`src/rtl/requant_gain_ctrl.sv`:
```
// Closed-loop requant gain / arm sequencer: per-spectrum overflow
// window, hysteretic gain steps, and re-arm after every gain change.
module requant_gain_ctrl #(
  parameter int GAIN_INIT      = 16,
  parameter int OVF_HI         = 16,
  parameter int UP_SPECTRA     = 8,
  parameter int SETTLE_SPECTRA = 4,
  parameter int CNT_W          = 12
) (
  input  logic             clk,
  input  logic             rst,
  input  logic             enable,
  input  logic             agc_en,
  input  logic [4:0]       manual_gain,
  input  logic             sync_in,
  input  logic             ovf_a,
  input  logic             ovf_b,
  output logic [4:0]       gain,
  output logic             arm,
  output logic             gain_changed,
  output logic             locked,
  output logic [CNT_W-1:0] ovf_count,
  output logic [2:0]       state
);

  typedef enum logic [2:0] {
    S_IDLE   = 3'd0,
    S_WAIT   = 3'd1,
    S_SETTLE = 3'd2,
    S_MEAS   = 3'd3,
    S_ADJ    = 3'd4
  } st_e;

  localparam int ZR_W = $clog2(UP_SPECTRA + 2);
  localparam int ST_W = $clog2(SETTLE_SPECTRA + 2);
  localparam logic [4:0]       G_INIT = 5'(GAIN_INIT);
  localparam logic [CNT_W-1:0] HI     = CNT_W'(OVF_HI);
  localparam logic [ZR_W-1:0]  UP     = ZR_W'(UP_SPECTRA);
  localparam logic [ST_W-1:0]  SET_N  = ST_W'(SETTLE_SPECTRA);

  st_e              st_q, st_d;
  logic [4:0]       gain_q, gain_d;
  logic [4:0]       pend_q, pend_d;
  logic [ZR_W-1:0]  zr_q, zr_d, zr_nx;
  logic [ST_W-1:0]  set_q, set_d;
  logic [CNT_W-1:0] win_q, win_d;
  logic [CNT_W-1:0] ovf_q, ovf_d;
  logic             arm_q, arm_d;
  logic             chg_q, chg_d;
  logic             lock_q, lock_d;

  logic [1:0]       inc;
  logic [CNT_W:0]   sum;
  logic             manual_req, agc_eval, over, zero;

  // Window accumulator runs in every state, saturating.
  assign inc = {1'b0, ovf_a} + {1'b0, ovf_b};
  assign sum = (CNT_W+1)'(win_q) + (CNT_W+1)'(inc);

  always_comb begin
    win_d = win_q;
    ovf_d = ovf_q;
    if (sync_in) begin
      ovf_d = win_q;
      win_d = CNT_W'(inc);
    end else if (sum[CNT_W]) begin
      win_d = '1;
    end else begin
      win_d = sum[CNT_W-1:0];
    end
  end

  assign manual_req = !agc_en && (manual_gain != gain_q);
  assign agc_eval   = agc_en && sync_in;
  assign over       = win_q > HI;
  assign zero       = win_q == '0;
  assign zr_nx      = zr_q + ZR_W'(1);

  always_comb begin
    st_d   = st_q;
    gain_d = gain_q;
    pend_d = pend_q;
    zr_d   = zr_q;
    set_d  = set_q;
    arm_d  = 1'b0;
    chg_d  = 1'b0;
    unique case (st_q)
      S_IDLE: begin
        gain_d = agc_en ? G_INIT : manual_gain;
        zr_d   = '0;
        if (enable) st_d = S_WAIT;
      end
      S_WAIT: begin
        if (sync_in) begin
          arm_d = 1'b1;
          set_d = SET_N;
          st_d  = S_SETTLE;
        end
      end
      S_SETTLE: begin
        if (set_q == '0) begin
          st_d = S_MEAS;
        end else if (sync_in) begin
          set_d = set_q - ST_W'(1);
          if (set_q == ST_W'(1)) st_d = S_MEAS;
        end
      end
      S_MEAS: begin
        unique case (1'b1)
          manual_req: begin
            pend_d = manual_gain;
            zr_d   = '0;
            st_d   = S_ADJ;
          end
          agc_eval && over: begin
            zr_d = '0;
            if (gain_q != 5'd0) begin
              pend_d = gain_q - 5'd1;
              st_d   = S_ADJ;
            end
          end
          agc_eval && zero: begin
            if (zr_nx == UP) begin
              zr_d = '0;
              if (gain_q != 5'd31) begin
                pend_d = gain_q + 5'd1;
                st_d   = S_ADJ;
              end
            end else begin
              zr_d = zr_nx;
            end
          end
          agc_eval && !over && !zero: zr_d = '0;
          default: ;
        endcase
      end
      S_ADJ: begin
        gain_d = pend_q;
        chg_d  = 1'b1;
        st_d   = S_WAIT;
      end
      default: st_d = S_IDLE;
    endcase
    // Disable wins over everything; gain holds until IDLE reloads it.
    if (!enable) begin
      st_d  = S_IDLE;
      arm_d = 1'b0;
      chg_d = 1'b0;
      if (st_q != S_IDLE) gain_d = gain_q;
    end
  end

  assign lock_d = (st_d == S_MEAS);

  always_ff @(posedge clk or negedge rst) begin
    if (!rst) begin
      st_q   <= S_IDLE;
      gain_q <= G_INIT;
      pend_q <= G_INIT;
      zr_q   <= '0;
      set_q  <= '0;
      win_q  <= '0;
      ovf_q  <= '0;
      arm_q  <= 1'b0;
      chg_q  <= 1'b0;
      lock_q <= 1'b0;
    end else begin
      st_q   <= st_d;
      gain_q <= gain_d;
      pend_q <= pend_d;
      zr_q   <= zr_d;
      set_q  <= set_d;
      win_q  <= win_d;
      ovf_q  <= ovf_d;
      arm_q  <= arm_d;
      chg_q  <= chg_d;
      lock_q <= lock_d;
    end
  end

  assign gain         = gain_q;
  assign arm          = arm_q;
  assign gain_changed = chg_q;
  assign locked       = lock_q;
  assign ovf_count    = ovf_q;
  assign state        = st_q;

endmodule

```
`config.mk`:
```
export PLATFORM = sky130hd
export DESIGN_NAME = requant_gain_ctrl
export DESIGN_NICKNAME = d
export VERILOG_FILES = /design/src/rtl/requant_gain_ctrl.sv
export SDC_FILE = /design/constraint.sdc
export NUM_CORES = 1
export LEC_CHECK = 0
export CORE_AREA = 3 3 78 80
export CTS_CLUSTER_DIAMETER = 80
export DETAILED_ROUTE_END_ITERATION = 10
export DIE_AREA = 0 0 81 83
export PLACE_DENSITY = 0.7
export SKIP_LAST_GASP = 1
export SYNTH_ARGS = -nofsm -noshare
export SYNTH_HDL_FRONTEND = slang
export SYNTH_SLANG_ARGS = --single-unit
export TNS_END_PERCENT = 30
```
`constraint.sdc`:
```
create_clock -name clk -period 9.67 [get_ports clk]
set_input_delay 2.901 -clock clk [delete_from_list [all_inputs] [get_ports clk]]
set_output_delay 2.901 -clock clk [all_outputs]
set_load 0.05 [all_outputs]
```
==> flow_summary.ini, run 1 <==
[detailed_routing]
vias = 2039
dr.pass1.iters = 4
vias_per_cell = 5.481
ant_nets = 0
drc = 0
wl_mm = 5.118
drt_iter0_markers = 122
post_drt_wl_per_cell_um = 13.76

[worst_setup_path]
critPathLaunchType = input pin
critical_path_buf_inv_count = 2
rr_endpoint = pend_q[4]
worstPathMaxFanout = 35
timing.rr.start = win_q[8]
critPathLaunch = sync_in
cp.depth = 11
cp.arrival_ps = 6040
rrSetupSlack_ps = 6010
critPathMaxStageDelay_ps = 550
criticalPathCategory = input pin to flop
r2r_cells = 10
endpoint_kind = flop
cp_top_family = simple AND/OR/NAND/NOR gates
cp_slowest_cell = or4_1
crit_end = pend_q[4]
worstPathRequired_ps = 9880
cp_cell_sequence = clkdlybuf4s50_1 -> buf_4 -> nand2_1 -> or4_1 -> fa_1 -> a21o_1 -> a21oi_1 -> xor2_1 -> nor3_1 -> o21a_1 -> o32ai_1

[clock_tree]
cts_setup_buffers = 0
cts_buffers = 5
cts_resized = 0
cts_buffer_depth = 2
htree_num_levels = 2
cts-root-buf = clkbuf_8
clk_pin_slew_worst_paths_ps = 90
clk_latency_ps = 300
tritoncts = done
cts_hold_buffers = 0
cts_sinks = 47

[final_layout]
post-route-util = 0.5718
regArea_sq_mm = 0.001179
layout_commonest_cell = dfrtp_1
layout_common_cells = dfrtp_1 (45), clkdlybuf4s50_1 (33), a21oi_1 (23)
nFillCells = 514
antenna_cells = 0
multi_input_area_sq_mm = 0.001384
drive_above_1_share = 0.1033
nets = 323
area_delta_synth_final_pct = 17.20

[floorplan]
start_util = 0.4879
core_area_sq_mm = 0.005473
die_y_um = 83
ios = 35
die_area_sq_mm = 0.006723
die_w_um = 81
fp-row-count = 27

[power_and_ir_drop]
power_density_mw_per_mm2 = 162.3
power.leakage_nw = 1.376
p_total_mw = 0.5078
ir_drop_uv = 85.38

[global_routing]
grt_max_degree = 48
grt_pass1_vias = 2000
overflow = 0
grt_pass1_wl_mm = 9.018
grt_usage = 0.1655
grt_antenna_before_repair = 0

[yosys]
yosys_warnings = 0
syn_avg_cell_area_sq_um = 9.926
synthFlopType = dfrtp_1
synthArstFlopShare = 1.000
syn-num-nets = 293
netlist_instances = 269
yosysSeqAreaShare = 0.4414
synth_edf_count = 0
synth_seq_cells = 47
synth.distinct_cells = 55
syn_area_sq_mm = 0.002670

[sta]
post-route-period-util = 0.6031
drv_slew = 0
relSlewSlack = 0.3103
period_needed_ps = 5832
hold_violations = 0
worst_slew_pin_slew_ps = 1035
rsz0062_at_grt = false
setup_violations = 0
setup_tns_ps = 0
fin_worst_skew_ps = 6.118
max_freq_mhz = 171.5

[place]
port-buffer-count = 34
place.gp.congestion = 0.8532
hpwl_mm = 3.658

[job]
maxCapViolCount = 0

[hold_path]
min_from = ovf_count[0]
holdCritPathClass = flop to flop

[status]
status = finished, final reports clean
[worst reg2reg max path, delay by kind of cell (launching register included)]
family / cells / cell delay (ps)
xor gates and xnor gates: 1 / 250
DFF: 1 / 450
and+or+nand+nor: 4 / 1620
AOI/OAI and AO/OA: 4 / 800
adders and majority gates: 1 / 440
[how the worst min path moves through the flow]
stage	endpoint	depth (start not counted)	slack [ps]
after floorplan	pend_q[4]	2	460
after global placement	pend_q[4]	2	490
after detailed placement	ovf_count[0]	1	500
after CTS	ovf_count[0]	1	520
after global routing	ovf_count[3]	1	540
final	ovf_count[0]	1	510
[per-stage QoR]
step | hold slack [ps] | setup slack [ps] | instances | cell area, sq um
2_1_floorplan | 459.2 | 4329 | 269 | 2670
3_3_place_gp | 486.1 | 3627 | 364 | 3040
3_5_place_dp | 498.9 | 3561 | 364 | 3040
4_1_cts | 520.8 | 3845 | 372 | 3129
5_1_grt | 537.7 | 3526 | 372 | 3129
6_report | 512.1 | 3838 | 372 | 3129
[per-layer routing]
layer | share of wire | track usage | vias to the layer above
met4 | 0.013 | 0.04608 | 0
met5 | 0 | 0 | -
met2 | 0.48 | 0.2726 | 40
met3 | 0.043 | 0.03579 | 8
li1 | - | - | 1019
met1 | 0.46 | 0.2168 | 972
[power breakdown]
| part | internal [mW] | switching, mW |
|---|---|---|
| clock | 0.0520 | 0.0666 |
| combinational | 0.0619 | 0.0832 |
| sequential | 0.222 | 0.0220 |
| total | 0.336 | 0.172 |
[state kept, by name, summed over array words and instances (netlist names)]
signal,cells
pend_q,5
ovf_count,12
win_q,12
gain_changed,1
zr_q,4
gain,5
set_q,3
locked,1
state,3
arm,1
[synthesized netlist by cell type (all sizes together), types with 7 or more instances]
cell    number  share of area
inv         12          0.017
dfrtp       45           0.42
xnor2        8          0.026
xor2         8          0.026
mux2        15          0.067
a21oi       23          0.043
nand2       17          0.024
and3         7          0.017
nor2        20          0.028
nand3        9          0.017
clkbuf       8          0.011
o21ai       15          0.028
nor3        11          0.021
ha          10          0.047
[cells by family (layout without fill, tap and decap cells)]
family | after synthesis | in the layout | synth area share
AO/OA/AOI/OAI | 60 | 60 | 0.1415
XOR/XNOR | 16 | 16 | 0.05249
adder cells (fa/ha/maj) | 12 | 12 | 0.06186
buffers and inverters | 24 | 55 | 0.04030
flip-flops | 47 | 47 | 0.4414
multiplexers | 18 | 18 | 0.07872
AND/OR/NAND/NOR | 92 | 92 | 0.1837
[final cells by class]
class,instances,area share
multi-input cells,198,0.4422
flip-flops and latches,47,0.3766
repair buffers,35,0.1096
well taps,72,0.02879
clock buffers,6,0.02319
inverters,12,0.01439
clock inverters,2,0.005198
Power figures use the tool's default switching activity.
==> run 2, diff against run 1 <==
==> constraint.sdc (replaced) <==
create_clock -name clk -period 5.8 [get_ports clk]
set_input_delay 1.74 -clock clk [delete_from_list [all_inputs] [get_ports clk]]
set_output_delay 1.74 -clock clk [all_outputs]
set_load 0.05 [all_outputs]
==> run 2 against run 1 <==
Net effect: total power rose by 69%; final cell count did not move; utilization rose by 0.14 points; via count rose by 2.7%; global-route usage rose by 0.24 points; hold slack improved by 3.2 ps; worst setup slack got worse by 2600 ps; sequential power rose by 68%; non-clock buffer count did not move; sequential cell count did not move; register-to-register slack got worse by 3800 ps; count of clock-buffer cells in the layout fell by 1; largest power group unchanged.
==> flow_summary.ini, run 2 (synthesis gave the netlist of run 1 again) <==
[power_and_ir_drop]
p_sw_frac = 0.3449
p_int_mw = 0.5631
pwr-share-comb = 0.281
ir_drop_uv = 156.4
switchingPower_mw = 0.2965
sequentialPowerShare = 0.475
power_density_mw_per_mm2 = 274.0
p_total_mw = 0.8596
power.leakage_nw = 1.381
pwr-share-clk = 0.243

[worst_setup_path]
endpoint_kind = flop
cp_slowest_cell = clkdlybuf4s50_1
criticalPathCategory = input pin to flop
worstPathMaxFanout = 11
critPathLaunchType = input pin
cp_cell_sequence = clkdlybuf4s50_1 -> nand2_1 -> or4_1 -> fa_1 -> a21o_1 -> a21oi_1 -> xor2_1 -> nor3_1 -> o21a_1 -> o32ai_1
cp.arrival_ps = 4790
critPathMaxStageDelay_ps = 710
worstPathRequired_ps = 6010

[clock_tree]
htree_num_levels = 2
cts_sinks = 47
cts-root-buf = clkbuf_8
cts_buffer_depth = 2
tritoncts = done
cts_resized = 0
cts_setup_buffers = 0
cts_buffers = 5
cts_hold_buffers = 0
clk_pin_slew_worst_paths_ps = 100
clk_latency_ps = 300

[global_routing]
grt_pass1_vias = 1998
met1_usage = 0.2253
use_met2 = 0.2741
grt-busiest-layer = met2
use_met3 = 0.03471
grt_antenna_before_repair = 0
grt_usage = 0.1679
grt_max_degree = 48
overflow = 0
grt_pass1_wl_mm = 9.128

[sta]
setup_violations = 0
drv_slew = 0
period_needed_ps = 4580
rsz0062_at_grt = false
max_freq_mhz = 218.4
fin_worst_skew_ps = 6.355
worst_slew_pin_slew_ps = 1018
post-route-period-util = 0.7896
setup_tns_ps = 0
relSlewSlack = 0.3212
hold_violations = 0

[place]
post_dp_cell_area_sq_mm = 0.003040
port-buffer-count = 34
hpwl_mm = 3.806
place.gp.congestion = 0.8320

[final_layout]
layout_common_cells = dfrtp_1 (45), clkdlybuf4s50_1 (33), a21oi_1 (23)
area_delta_synth_final_pct = 17.48
regArea_sq_mm = 0.001179
nets = 323
design_area_sq_mm = 0.003137
layout_commonest_cell = dfrtp_1
antenna_cells = 0
drive_above_1_share = 0.1067
multi_input_area_sq_mm = 0.001384
nFillCells = 498

[detailed_routing]
vias = 2095
drc = 0
ant_nets = 0
vias_per_cell = 5.632
drt_iter0_markers = 106
dr.pass1.iters = 4
post_drt_wl_per_cell_um = 14.39
wl_mm = 5.352

[job]
maxCapViolCount = 0

[floorplan]
ios = 35
die_area_sq_mm = 0.006723
die_w_um = 81
core_area_sq_mm = 0.005473
start_util = 0.4879
die_y_um = 83
fp-row-count = 27

[hold_path]
holdCritPathClass = flop to flop

[status]
status = finished, final reports clean
[run 2: critical path, delay by kind of cell]
| family | cells | cell delay, ps |
|---|---|---|
| compound gates | 4 | 790 |
| fa+ha+maj | 1 | 440 |
| xor+xnor | 1 | 240 |
| simple gates | 3 | 850 |
| buf+inv | 1 | 710 |
[run 2: final cells by class]
cell class	instances	share of cell area
timing repair buffer	35	0.1093
clock buffer	5	0.02194
clock inverter	3	0.008775
inverter	12	0.01436
sequential	47	0.3757
tap	72	0.02872
multi-input combinational	198	0.4412
[run 2: metrics by stage]
stage                     instances  hold slack, ps    util  setup slack (ps)
after global placement          364           492.4  0.5556              1023
after CTS                       372           519.8  0.5732              1223
after floorplan                 269           459.2       -              1620
final                           372           515.3  0.5732              1220
after global routing            372           535.1  0.5732             984.1
after detailed placement        364           496.6  0.5556             896.2
[run 2: power by group through the flow]
stage	Clock [mW]	Combinational, mW	Sequential, mW
floorplan	0	0.135	0.450
global placement	0	0.240	0.413
detailed placement	0	0.244	0.415
CTS	0.217	0.245	0.409
global route	0.231	0.268	0.415
finish	0.209	0.242	0.409
[run 2: path summary, 6_finish.rpt]
kind / slack [ps] / start / end / cells after the start
min reg2reg: 520 / ovf_count[8] / ovf_count[8] / 1
max reg2reg: 2160 / win_q[8] / pend_q[4] / 10
max: 1220 / agc_en / pend_q[4] / 10
max in group asynchronous: 3570 / rst / win_q[0] / 1
min in group asynchronous: 1610 / rst / gain[0] / 1
min: 520 / ovf_count[8] / ovf_count[8] / 1
[run 2: metal layers]
layer  part of all wire  wire length [um]
met1               0.46              2479
met2               0.49              2623
met3              0.040               212
met4             0.0067                36
met5                  0                 0
==> run 3, diff against run 2 <==
--- a/config.mk
+++ b/config.mk
@@ -9,7 +9,7 @@
 export CTS_CLUSTER_DIAMETER = 80
 export DETAILED_ROUTE_END_ITERATION = 10
 export DIE_AREA = 0 0 81 83
-export PLACE_DENSITY = 0.7
+export PLACE_DENSITY = 0.73
 export SKIP_LAST_GASP = 1
 export SYNTH_ARGS = -nofsm -noshare
 export SYNTH_HDL_FRONTEND = slang
==> constraint.sdc (replaced) <==
create_clock -name clk -period 4.2 [get_ports clk]
set_input_delay 1.26 -clock clk [delete_from_list [all_inputs] [get_ports clk]]
set_output_delay 1.26 -clock clk [all_outputs]
set_load 0.05 [all_outputs]
==> run 3 against run 2 <==
Net effect: sequential cell count did not move; utilization increased by 0.27 points; total power is 38% higher; global-route usage down 0.50 points; worst setup slack got worse by 750 ps; die area unchanged; routed wire length shrank 5.9%; non-clock buffer count rose by 2; clock power rose by 38%.
==> flow_summary.ini, run 3 (synthesis gave the netlist of run 1 again) <==
[status]
status = finished, final reports clean

[hold_path]
holdCritPathClass = flop to flop

[sta]
worst_slew_pin_slew_ps = 1013
fin_worst_skew_ps = 12.13
period_needed_ps = 3730
post-route-period-util = 0.8881
setup_violations = 0
rsz0062_at_grt = false
drv_slew = 0
max_freq_mhz = 268.1
relSlewSlack = 0.3248
setup_tns_ps = 0
hold_violations = 0

[worst_setup_path]
critPathLaunchType = input pin
cp.arrival_ps = 3940
criticalPathCategory = input pin to flop
worstPathMaxFanout = 4
worstPathRequired_ps = 4410
endpoint_kind = flop

[job]
maxCapViolCount = 0

[floorplan]
die_y_um = 83
start_util = 0.4879
core_area_sq_mm = 0.005473
ios = 35
fp-row-count = 27
die_w_um = 81
die_area_sq_mm = 0.006723

[detailed_routing]
vias = 2063
ant_nets = 0
wl_mm = 5.035
drc = 0
dr.pass1.iters = 4
vias_per_cell = 5.516
drt_iter0_markers = 146
post_drt_wl_per_cell_um = 13.46

[power_and_ir_drop]
p_total_mw = 1.187
power_density_mw_per_mm2 = 376.6
ir_drop_uv = 250.5
power.leakage_nw = 1.390

[clock_tree]
tritoncts = done
cts_resized = 0
cts-root-buf = clkbuf_8
cts_hold_buffers = 0
htree_num_levels = 2
clk_pin_slew_worst_paths_ps = 90
cts_buffer_depth = 2
cts_setup_buffers = 0
cts_buffers = 5
clk_latency_ps = 300
cts_sinks = 47

[global_routing]
grt_pass1_vias = 1981
grt_pass1_wl_mm = 8.921
overflow = 0
grt_max_degree = 48
grt_antenna_before_repair = 0
grt_usage = 0.1629

[place]
hpwl_mm = 3.635
port-buffer-count = 34
place.gp.congestion = 0.7886

[final_layout]
nets = 325
multi_input_area_sq_mm = 0.001384
regArea_sq_mm = 0.001179
area_delta_synth_final_pct = 18.04
antenna_cells = 0
layout_common_cells = dfrtp_1 (45), clkdlybuf4s50_1 (33), a21oi_1 (23)
drive_above_1_share = 0.1126
layout_commonest_cell = dfrtp_1
nFillCells = 510
run 3: final cells by class:
type                       instances  area share
multi-input combinational        198      0.4391
sequential                        47      0.3740
timing repair buffer              37      0.1135
tap                               72     0.02858
clock buffer                       5     0.02183
inverter                          12     0.01429
clock inverter                     3    0.008734
run 3: final timing paths:
kind	slack, ps	start	cells past startpoint	end
setup / recovery	470	sync_in	10	pend_q[4]
hold / removal	490	pend_q[4]	2	pend_q[4]
setup reg to reg	570	win_q[8]	10	pend_q[4]
hold reg to reg	490	pend_q[4]	2	pend_q[4]
max in group asynchronous	2450	rst	1	state[2]
min in group asynchronous	1120	rst	1	pend_q[0]
run 3: layer usage:
metal  vias up  wire length (um)  global-route usage
li1       1021                 -                   -
met1       991              2295              0.2161
met2        46              2472              0.2726
met3         5               227             0.02820
met4         0                40             0.04147
met5         -                 0                   0
run 3: worst max-delay path: stages:
cell and delay [ps]:
clkdlybuf4s50_1 510, nand2_1 100, or4_1 520, fa_1 450, a21o_1 170, a21oi_1 170, xor2_1 250, nor3_1 70
o21a_1 180, o32ai_1 260
run 3: stage by stage:
| step | instance area (sq um) | cells | utilization | setup WS, ps | hold WS, ps |
|---|---|---|---|---|---|
| finish | 3152 | 374 | 0.5759 | 470.0 | 493.5 |
| global route | 3152 | 374 | 0.5759 | 373.7 | 521.4 |
| CTS | 3152 | 374 | 0.5759 | 484.7 | 497.0 |
| detailed placement | 3055 | 366 | 0.5583 | 174.1 | 483.1 |
| global placement | 3055 | 366 | 0.5583 | 277.6 | 480.9 |
| floorplan | 2670 | 269 | - | 499.6 | 459.2 |
run 3: power by group:
group	internal [mW]	switching, mW	total, mW
registers	0.511	0.0499	0.561
clock network	0.123	0.166	0.289
logic	0.144	0.192	0.337
total	0.779	0.408	1.19
